**src/rtl/reg_update_sched.sv**
```systemverilog
// Register-file update scheduler: buffers ROB commits in a small FIFO that drains one entry
// per cycle, forwards rename dep-writes, and sequences the flush/clear/recover protocol.
module reg_update_sched #(
  parameter int ROB_W    = 5,
  parameter int DEPTH    = 4,
  parameter int HOLD_CYC = 2
) (
  input  logic             clk,
  input  logic             rst,
  input  logic             rdy,
  input  logic             cm_valid,
  output logic             cm_ready,
  input  logic [4:0]       cm_rd,
  input  logic [31:0]      cm_val,
  input  logic [ROB_W-1:0] cm_rob,
  input  logic             rn_valid,
  output logic             rn_ready,
  input  logic [4:0]       rn_rd,
  input  logic [ROB_W-1:0] rn_rob,
  input  logic             flush_req,
  output logic             need_set_reg_value,
  output logic [4:0]       set_value_reg_id,
  output logic [31:0]      set_val,
  output logic [ROB_W-1:0] set_reg_rob_id,
  output logic             need_set_reg_dep,
  output logic [4:0]       set_dep_reg_id,
  output logic [ROB_W-1:0] set_dep_rob_id,
  output logic             clear,
  output logic             busy,
  output logic [31:0]      retired_cnt
);

  localparam int PTR_W = $clog2(DEPTH);
  localparam int CNT_W = PTR_W + 1;
  localparam int HC_W  = $clog2(HOLD_CYC + 1);
  localparam logic [CNT_W-1:0] FULL_CNT = CNT_W'(DEPTH);
  localparam logic [HC_W-1:0]  HOLD_LD  = HC_W'(HOLD_CYC);
  localparam logic [HC_W-1:0]  HOLD_ONE = HC_W'(1);

  typedef enum logic [1:0] {
    RUN,
    FLUSH,
    RECOVER
  } state_t;

  state_t           state;
  logic [PTR_W-1:0] wr_ptr;
  logic [PTR_W-1:0] rd_ptr;
  logic [CNT_W-1:0] count;
  logic [HC_W-1:0]  hold_cnt;
  logic             dep_pend;

  logic [4:0]       fifo_rd  [DEPTH];
  logic [31:0]      fifo_val [DEPTH];
  logic [ROB_W-1:0] fifo_rob [DEPTH];

  logic run_ok;
  logic empty;
  logic push;
  logic pop;
  logic rn_acc;

  assign run_ok   = rdy && (state == RUN);
  assign empty    = (count == '0);
  assign cm_ready = run_ok && (count < FULL_CNT);
  assign rn_ready = run_ok;
  assign push     = cm_valid && cm_ready;
  assign pop      = run_ok && !empty;
  assign rn_acc   = rn_valid && rn_ready;

  assign set_value_reg_id   = fifo_rd[rd_ptr];
  assign set_val            = fifo_val[rd_ptr];
  assign set_reg_rob_id     = fifo_rob[rd_ptr];
  // rd==0 entries still pop and retire, they just never strobe the regfile
  assign need_set_reg_value = pop && (fifo_rd[rd_ptr] != '0);
  assign need_set_reg_dep   = rdy && dep_pend;
  assign clear              = rdy && (state == FLUSH);
  assign busy               = (state != RUN) || !empty;

  always_ff @(posedge clk) begin
    if (push) begin
      fifo_rd[wr_ptr]  <= cm_rd;
      fifo_val[wr_ptr] <= cm_val;
      fifo_rob[wr_ptr] <= cm_rob;
    end
  end

  always_ff @(posedge clk) begin
    if (rst) begin
      state          <= RUN;
      wr_ptr         <= '0;
      rd_ptr         <= '0;
      count          <= '0;
      hold_cnt       <= '0;
      dep_pend       <= 1'b0;
      set_dep_reg_id <= '0;
      set_dep_rob_id <= '0;
      retired_cnt    <= '0;
    end else if (rdy) begin
      if (pop) begin
        retired_cnt <= retired_cnt + 32'd1;
      end
      dep_pend <= rn_acc && (rn_rd != '0);
      if (rn_acc && (rn_rd != '0)) begin
        set_dep_reg_id <= rn_rd;
        set_dep_rob_id <= rn_rob;
      end
      // A flush overrides everything accepted this cycle: FIFO and pending dep are dropped
      if (flush_req) begin
        state    <= FLUSH;
        wr_ptr   <= '0;
        rd_ptr   <= '0;
        count    <= '0;
        dep_pend <= 1'b0;
      end else begin
        unique case (state)
          RUN: begin
            if (push) begin
              wr_ptr <= wr_ptr + 1'b1;
            end
            if (pop) begin
              rd_ptr <= rd_ptr + 1'b1;
            end
            if (push && !pop) begin
              count <= count + 1'b1;
            end else if (pop && !push) begin
              count <= count - 1'b1;
            end
          end
          FLUSH: begin
            state    <= RECOVER;
            hold_cnt <= HOLD_LD;
          end
          RECOVER: begin
            if (hold_cnt == HOLD_ONE) begin
              state <= RUN;
            end
            hold_cnt <= hold_cnt - 1'b1;
          end
          default: state <= RUN;
        endcase
      end
    end
  end

endmodule

```
**config.mk**
```make
export PLATFORM = sky130hd
export DESIGN_NAME = reg_update_sched
export DESIGN_NICKNAME = d
export VERILOG_FILES = /design/src/rtl/reg_update_sched.sv
export SDC_FILE = /design/constraint.sdc
export NUM_CORES = 1
export LEC_CHECK = 0
export CAP_MARGIN = 30
export CORE_ASPECT_RATIO = 1.5
export CORE_MARGIN = 2
export CORE_UTILIZATION = 50
export DETAILED_ROUTE_END_ITERATION = 6
export GPL_TIMING_DRIVEN = 0
export HOLD_SLACK_MARGIN = 0.15
export PLACE_DENSITY = 0.79
export SLEW_MARGIN = 40
export SYNTH_ARGS = -nofsm -noshare
export SYNTH_HDL_FRONTEND = slang
export SYNTH_SLANG_ARGS = --single-unit
```
**constraint.sdc**
```tcl
create_clock -name clk -period 3.3 [get_ports clk]
set_input_delay 0.495 -clock clk [delete_from_list [all_inputs] [get_ports clk]]
set_output_delay 0.495 -clock clk [all_outputs]
set_load 0.1 [all_outputs]
```
---- After elaboration in Yosys (flattened, before gate mapping) ----
Memories as Yosys holds them, arrays and structs flattened. A register that Yosys moved wholly into a read port is not among the register bits.
Index checks and enable logic that the tools add are counted.
word-level totals
  output and inout port bits .............. 90
  input port bits ......................... 58
  word-level logic and storage cells ...... 80
  bits in writable memories ............... 168
  flip-flop bits (word level) ............. 54
  memories kept ........................... 3
memory list
  memory    depth  width  read ports  clocked after Yosys merged registers in  wr ports  line  text
  fifo_val  4      32     1           1                                        1         54    logic [31:0] fifo_val [DEPTH];
  fifo_rd   4      5      1           1                                        1         53    logic [4:0] fifo_rd [DEPTH];
  fifo_rob  4      5      1           1                                        1         55    logic [ROB_W-1:0] fifo_rob [DEPTH];
cells by class
  add/sub/neg operators ................... 6
  reductions and logical operators ........ 32
  eq/ne operators ......................... 5
  muxes and demuxes ....................... 23
  order comparisons ....................... 1
  bitwise logic cells ..................... 1
operators by type and width
  operator               count
  $add 32x1->32 const B  1
  $mux 2                 14
  $reduce_and 3->1       5
  $mux 3                 4
  $logic_and 1x1->1      11
  $reduce_bool 2->1      5
  $reduce_bool 5->1      2
  $pmux 2 s3             1
  $add 2x1->2 const B    2
  $eq 2x1->1 const B     2
  $pmux 2 s2             1
  $reduce_and 2->1       2
  $add 3x1->3 const B    1
  $logic_not 1->1        3
  $logic_not 3->1        1
  $lt 3x3->1 const B     1
  $mux 1                 3
  $ne 3x3->1 const B     1
  $reduce_bool 3->1      1
  $sub 3x1->3 const B    1
  $eq 2x2->1 const B     1
  $logic_not 2->1        1
  $ne 2x2->1 const B     1
  $sub 2x1->2 const B    1
  2 further kinds        2

---- Depth between registers and ports, before layout ----
  depth after elaboration ................. 10
  gate-level depth with buffers ........... 9
  gate-level depth less buffers ........... 8

---- Least setup slack after synthesis ----
No wires, ideal clock.
  kind .................................... register -> output
  from .................................... reg with a tool-made name
  to ...................................... out need_set_reg_value
  arrival ................................. 2.877 ns
  data required time ...................... 2.805 ns
  slack ................................... -0.072 ns
  stages on the path, launching flop included .. 5
  buffers on the path ..................... 1
  cells stage by stage .................... dfxtp_1 > clkbuf_1 > mux4_2 > nor3_1 > a21oi_1
RTL lines
  what              line  text
  end: declaration  21    output logic need_set_reg_value,

==> flow_summary.toml <==
[power]
seq_power_share_pct = 50.1
sw_frac_of_total_pct = 25.62
peakVddDrop_mv = 0.5033
internal_power_mw = 4.604
switching_power_mw = 1.586
power.density_cell_area_nw_per_um2 = 568.3
fin_total_pwr_mw = 6.190
power.clock.fraction_pct = 37.4
power_leakage_nw = 3.747
combinationalPowerShare_pct = 12.5

[critical_path]
class_of_the_most_critical_setup_path = "register to primary output"
timing.critical_path.required_ns = 2.80
critPathCaptureType = "primary output"
critPathBufInv = 3
crit_path_cell_trace = "clkbuf_4 > clkbuf_4 > mux4_2 > buf_2"
cp.arrival_ns = 2.55
setup.worst_path.start_class = "register"
worstPathMaxFanout = 10
path_common_cell = "clkbuf_4"
cpMaxStageDelayCell = "dfxtp_1"
cp_top_family = "buffers and inverters"
critPathMaxStageDelay_ns = 0.56

[route]
drt_wl_total_um = 19130
vias_per_cell = 5.847
num_vias = 5514
detail_route.drc_violations = 0
final_antenna_net_count = 0
first_drt_iteration_drcs = 447
drt_pre_antenna_iters = 6
wl_per_cell_um = 20.28

[grt]
grt_max_degree = 31
wire_length_of_the_first_global_routing_pass_um = 30170
first_global_vias = 5723
grt-ovfl-total = 0
antenna_found_initial = 1
globalRouteTotalUtil_pct = 20.02

[synthesis]
synth_nets = 611
synthesis.instances = 543
number_of_flops_mapped_to_enable_cells_by_yosys = 168
synth.ff_latch_count = 224
ys_seq_area_share_pct = 69.75
synth_area_leaders = "edfxtp_1, dfxtp_1, mux4_2"
post-synth-top-area-fraction_pct = 57.07
count_of_different_cell_masters_after_synthesis = 53
synth.yosys.warnings = 0
post_synthesis_async_set_or_reset_flop_share_pct = 0
syn_area_um2 = 8840
postSynth.topFlopCell = "edfxtp_1"
yosysTopAreaCell = "edfxtp_1"
post_synth.cell_area_avg_um2 = 16.28

[clock_tree]
cts.sinks = 224
tritoncts = "done"
clk_transition_reported_paths_ns = 0.07
cts-root-to-sink-buffers = 3
cts_hold_repair.buffers = 0
htree_num_levels = 1
post_cts_setup_buffers = 0
cts_root_buffer = "clkbuf_16"
cts-buffers-inserted = 21
clk_latency_ns = 0.49

[timing]
final_max_slew_viol_count = 0
fin_worst_skew_ns = 0.01663
count_of_final_setup_violators = 0
timing.final.crit_share_pct = 92.32
max_slew.worst_pin.slew_ns = 0.6504
grt_setup_unrepaired = "false"
hold_slack_ns = 0.4581
timing.fmax_mhz = 328.3
totalNegativeSetupSlack_ns = 0
minimum_clock_period_ns = 3.046
hold_viol_final = 0
timing.slew.headroom_pct = 56.64

[floorplanning]
floorplan.die.width_um = 112.6
row_count = 59
die-area_um2 = 18780
design.core.area_um2 = 17350
ioPinCount = 148
dieHeight_um = 166.8
start_util_pct = 50.96

[outcome]
result_of_the_run = "finished clean"

[finish]
fraction_of_layout_instances_using_a_drive_strength_above_1_pct = 26.16
diode_count = 0
final_cells = 943
nets_final = 784
syn2layout_area_growth_pct = 23.21

[placed_design]
place_congestion = 0.8782
io_buffers = 147
detailedPlacementHpwl_um = 13060
post-place-cells = 907

[min_path]
hold_path.class = "register to register"

[flow_run]
maxCapViolations = 0
==> worst min-delay path: stages (launching register included) <==
cell and delay, ns:
dfxtp_1 0.31, nand2_1 0.05, a21oi_1 0.05
==> timing repair <==
item / 4_1_cts / 5_1_grt
gates cloned: 0 / 0
setup endpoints to repair: 30 / 10
pin swaps: 0 / 0
gates resized for setup: 5 / 2
==> registers in the layout, indices dropped and copies added (netlist names), named ones only <==
| register | flops |
|---|---|
| wr_ptr | 2 |
| state | 2 |
| fifo_val | 128 |
| hold_cnt | 2 |
| rd_ptr | 2 |
| retired_cnt | 32 |
| set_dep_reg_id | 5 |
| fifo_rob | 20 |
| fifo_rd | 20 |
| set_dep_rob_id | 5 |
| dep_pend | 1 |
| count | 3 |
==> area by class of cell <==
class,instances,area (um^2)
fillers,1280,6456
flip-flops and latches,224,6166
plain buffers,27,150.1
well taps,213,266.5
multi-input cells,274,2491
inverters,17,63.81
repair buffers,151,1101
clock inverters,12,112.6
clock buffers,25,540.5
==> synth_stat cells (2+ instances only) <==
| cell type | number |
|---|---|
| edfxtp_1 | 168 |
| dfxtp_1 | 56 |
| mux4_2 | 42 |
| a21oi_1 | 30 |
| nor2_1 | 30 |
| nand2_1 | 20 |
| o31ai_1 | 20 |
| or4_1 | 20 |
| inv_1 | 17 |
| clkbuf_1 | 14 |
| nand3_1 | 12 |
| mux2i_1 | 10 |
| and2_1 | 9 |
| ha_1 | 9 |
| nand4_1 | 8 |
| buf_2 | 6 |
| o21ai_0 | 6 |
| xor2_1 | 6 |
| xnor2_1 | 5 |
| nor3_1 | 4 |
| or3_1 | 4 |
| and4_1 | 3 |
| buf_1 | 3 |
| nor4_1 | 3 |
| a2bb2oi_1 | 2 |
| a31oi_1 | 2 |
| a32oi_1 | 2 |
| and3_1 | 2 |
| buf_4 | 2 |
| buf_6 | 2 |
| nand3b_1 | 2 |
| nor4b_1 | 2 |
| or4_2 | 2 |
==> logic make-up (layout without fill, tap and decap cells) <==
group / after synthesis / count (layout) / share of synthesized area (%)
AND/OR/NAND/NOR: 129 / 129 / 8.252
multiplexers: 53 / 53 / 11.96
adder cells (fa/ha/maj): 10 / 10 / 1.500
flip-flops: 224 / 224 / 69.75
buffers and inverters: 45 / 232 / 2.307
AO/OA/AOI/OAI: 71 / 71 / 5.138
XOR/XNOR: 11 / 11 / 1.090
==> final timing paths <==
check / end / depth (start not counted) / startpoint / slack (ns)
max: set_val[17] / 4 / register / 0.25
min: set_dep_reg_id[0] / 2 / set_dep_reg_id[0] / 0.46
min reg2reg: set_dep_reg_id[0] / 2 / set_dep_reg_id[0] / 0.46
max reg2reg: retired_cnt[16] / 8 / state[1] / 0.62
==> layer usage <==
metal,GRT usage (%),wire (um),vias up,share of wire [%]
li1,-,-,2501,-
met1,24.15,7295,2778,38
met2,36.34,10240,202,54
met3,3.457,1105,31,5.8
met4,6.204,473,2,2.5
met5,0,13,-,0.068
==> stage by stage <==
stage	instance area (um^2)	util, %	setup WS [ns]
2_1_floorplan	8843	-	0.5142
3_3_place_gp	10580	61.00	-0.5163
3_5_place_dp	10230	58.96	0.3300
4_1_cts	10890	62.76	0.02569
5_1_grt	10890	62.78	0.07794
6_report	10890	62.78	0.2536
==> power groups by stage <==
stage	clock (mW)	sequential [mW]	combinational, mW
global placement	0	3.16	0.810
floorplan	0	3.21	0.528
global route	2.48	3.10	0.808
CTS	2.36	3.10	0.779
finish	2.32	3.10	0.774
detailed placement	0	3.16	0.779
==> cell usage in the layout (no fill, tap or decap), drive strengths merged, types with 3 or more instances in the layout <==
| master | n |
|---|---|
| clkbuf | 40 |
| o21ai | 6 |
| nor3 | 4 |
| inv | 18 |
| xnor2 | 5 |
| nor4 | 3 |
| xor2 | 6 |
| buf | 105 |
| or3 | 4 |
| nor2 | 30 |
| dfxtp | 56 |
| or4 | 23 |
| clkinv | 7 |
| and4 | 4 |
| a21oi | 30 |
| edfxtp | 168 |
| clkdlybuf4s50 | 57 |
| mux4 | 42 |
| o31ai | 20 |
| nand3 | 13 |
| nand2 | 20 |
| ha | 9 |
| nand4 | 9 |
| mux2i | 10 |
| and2 | 9 |
(Power assumes the default switching activity.)
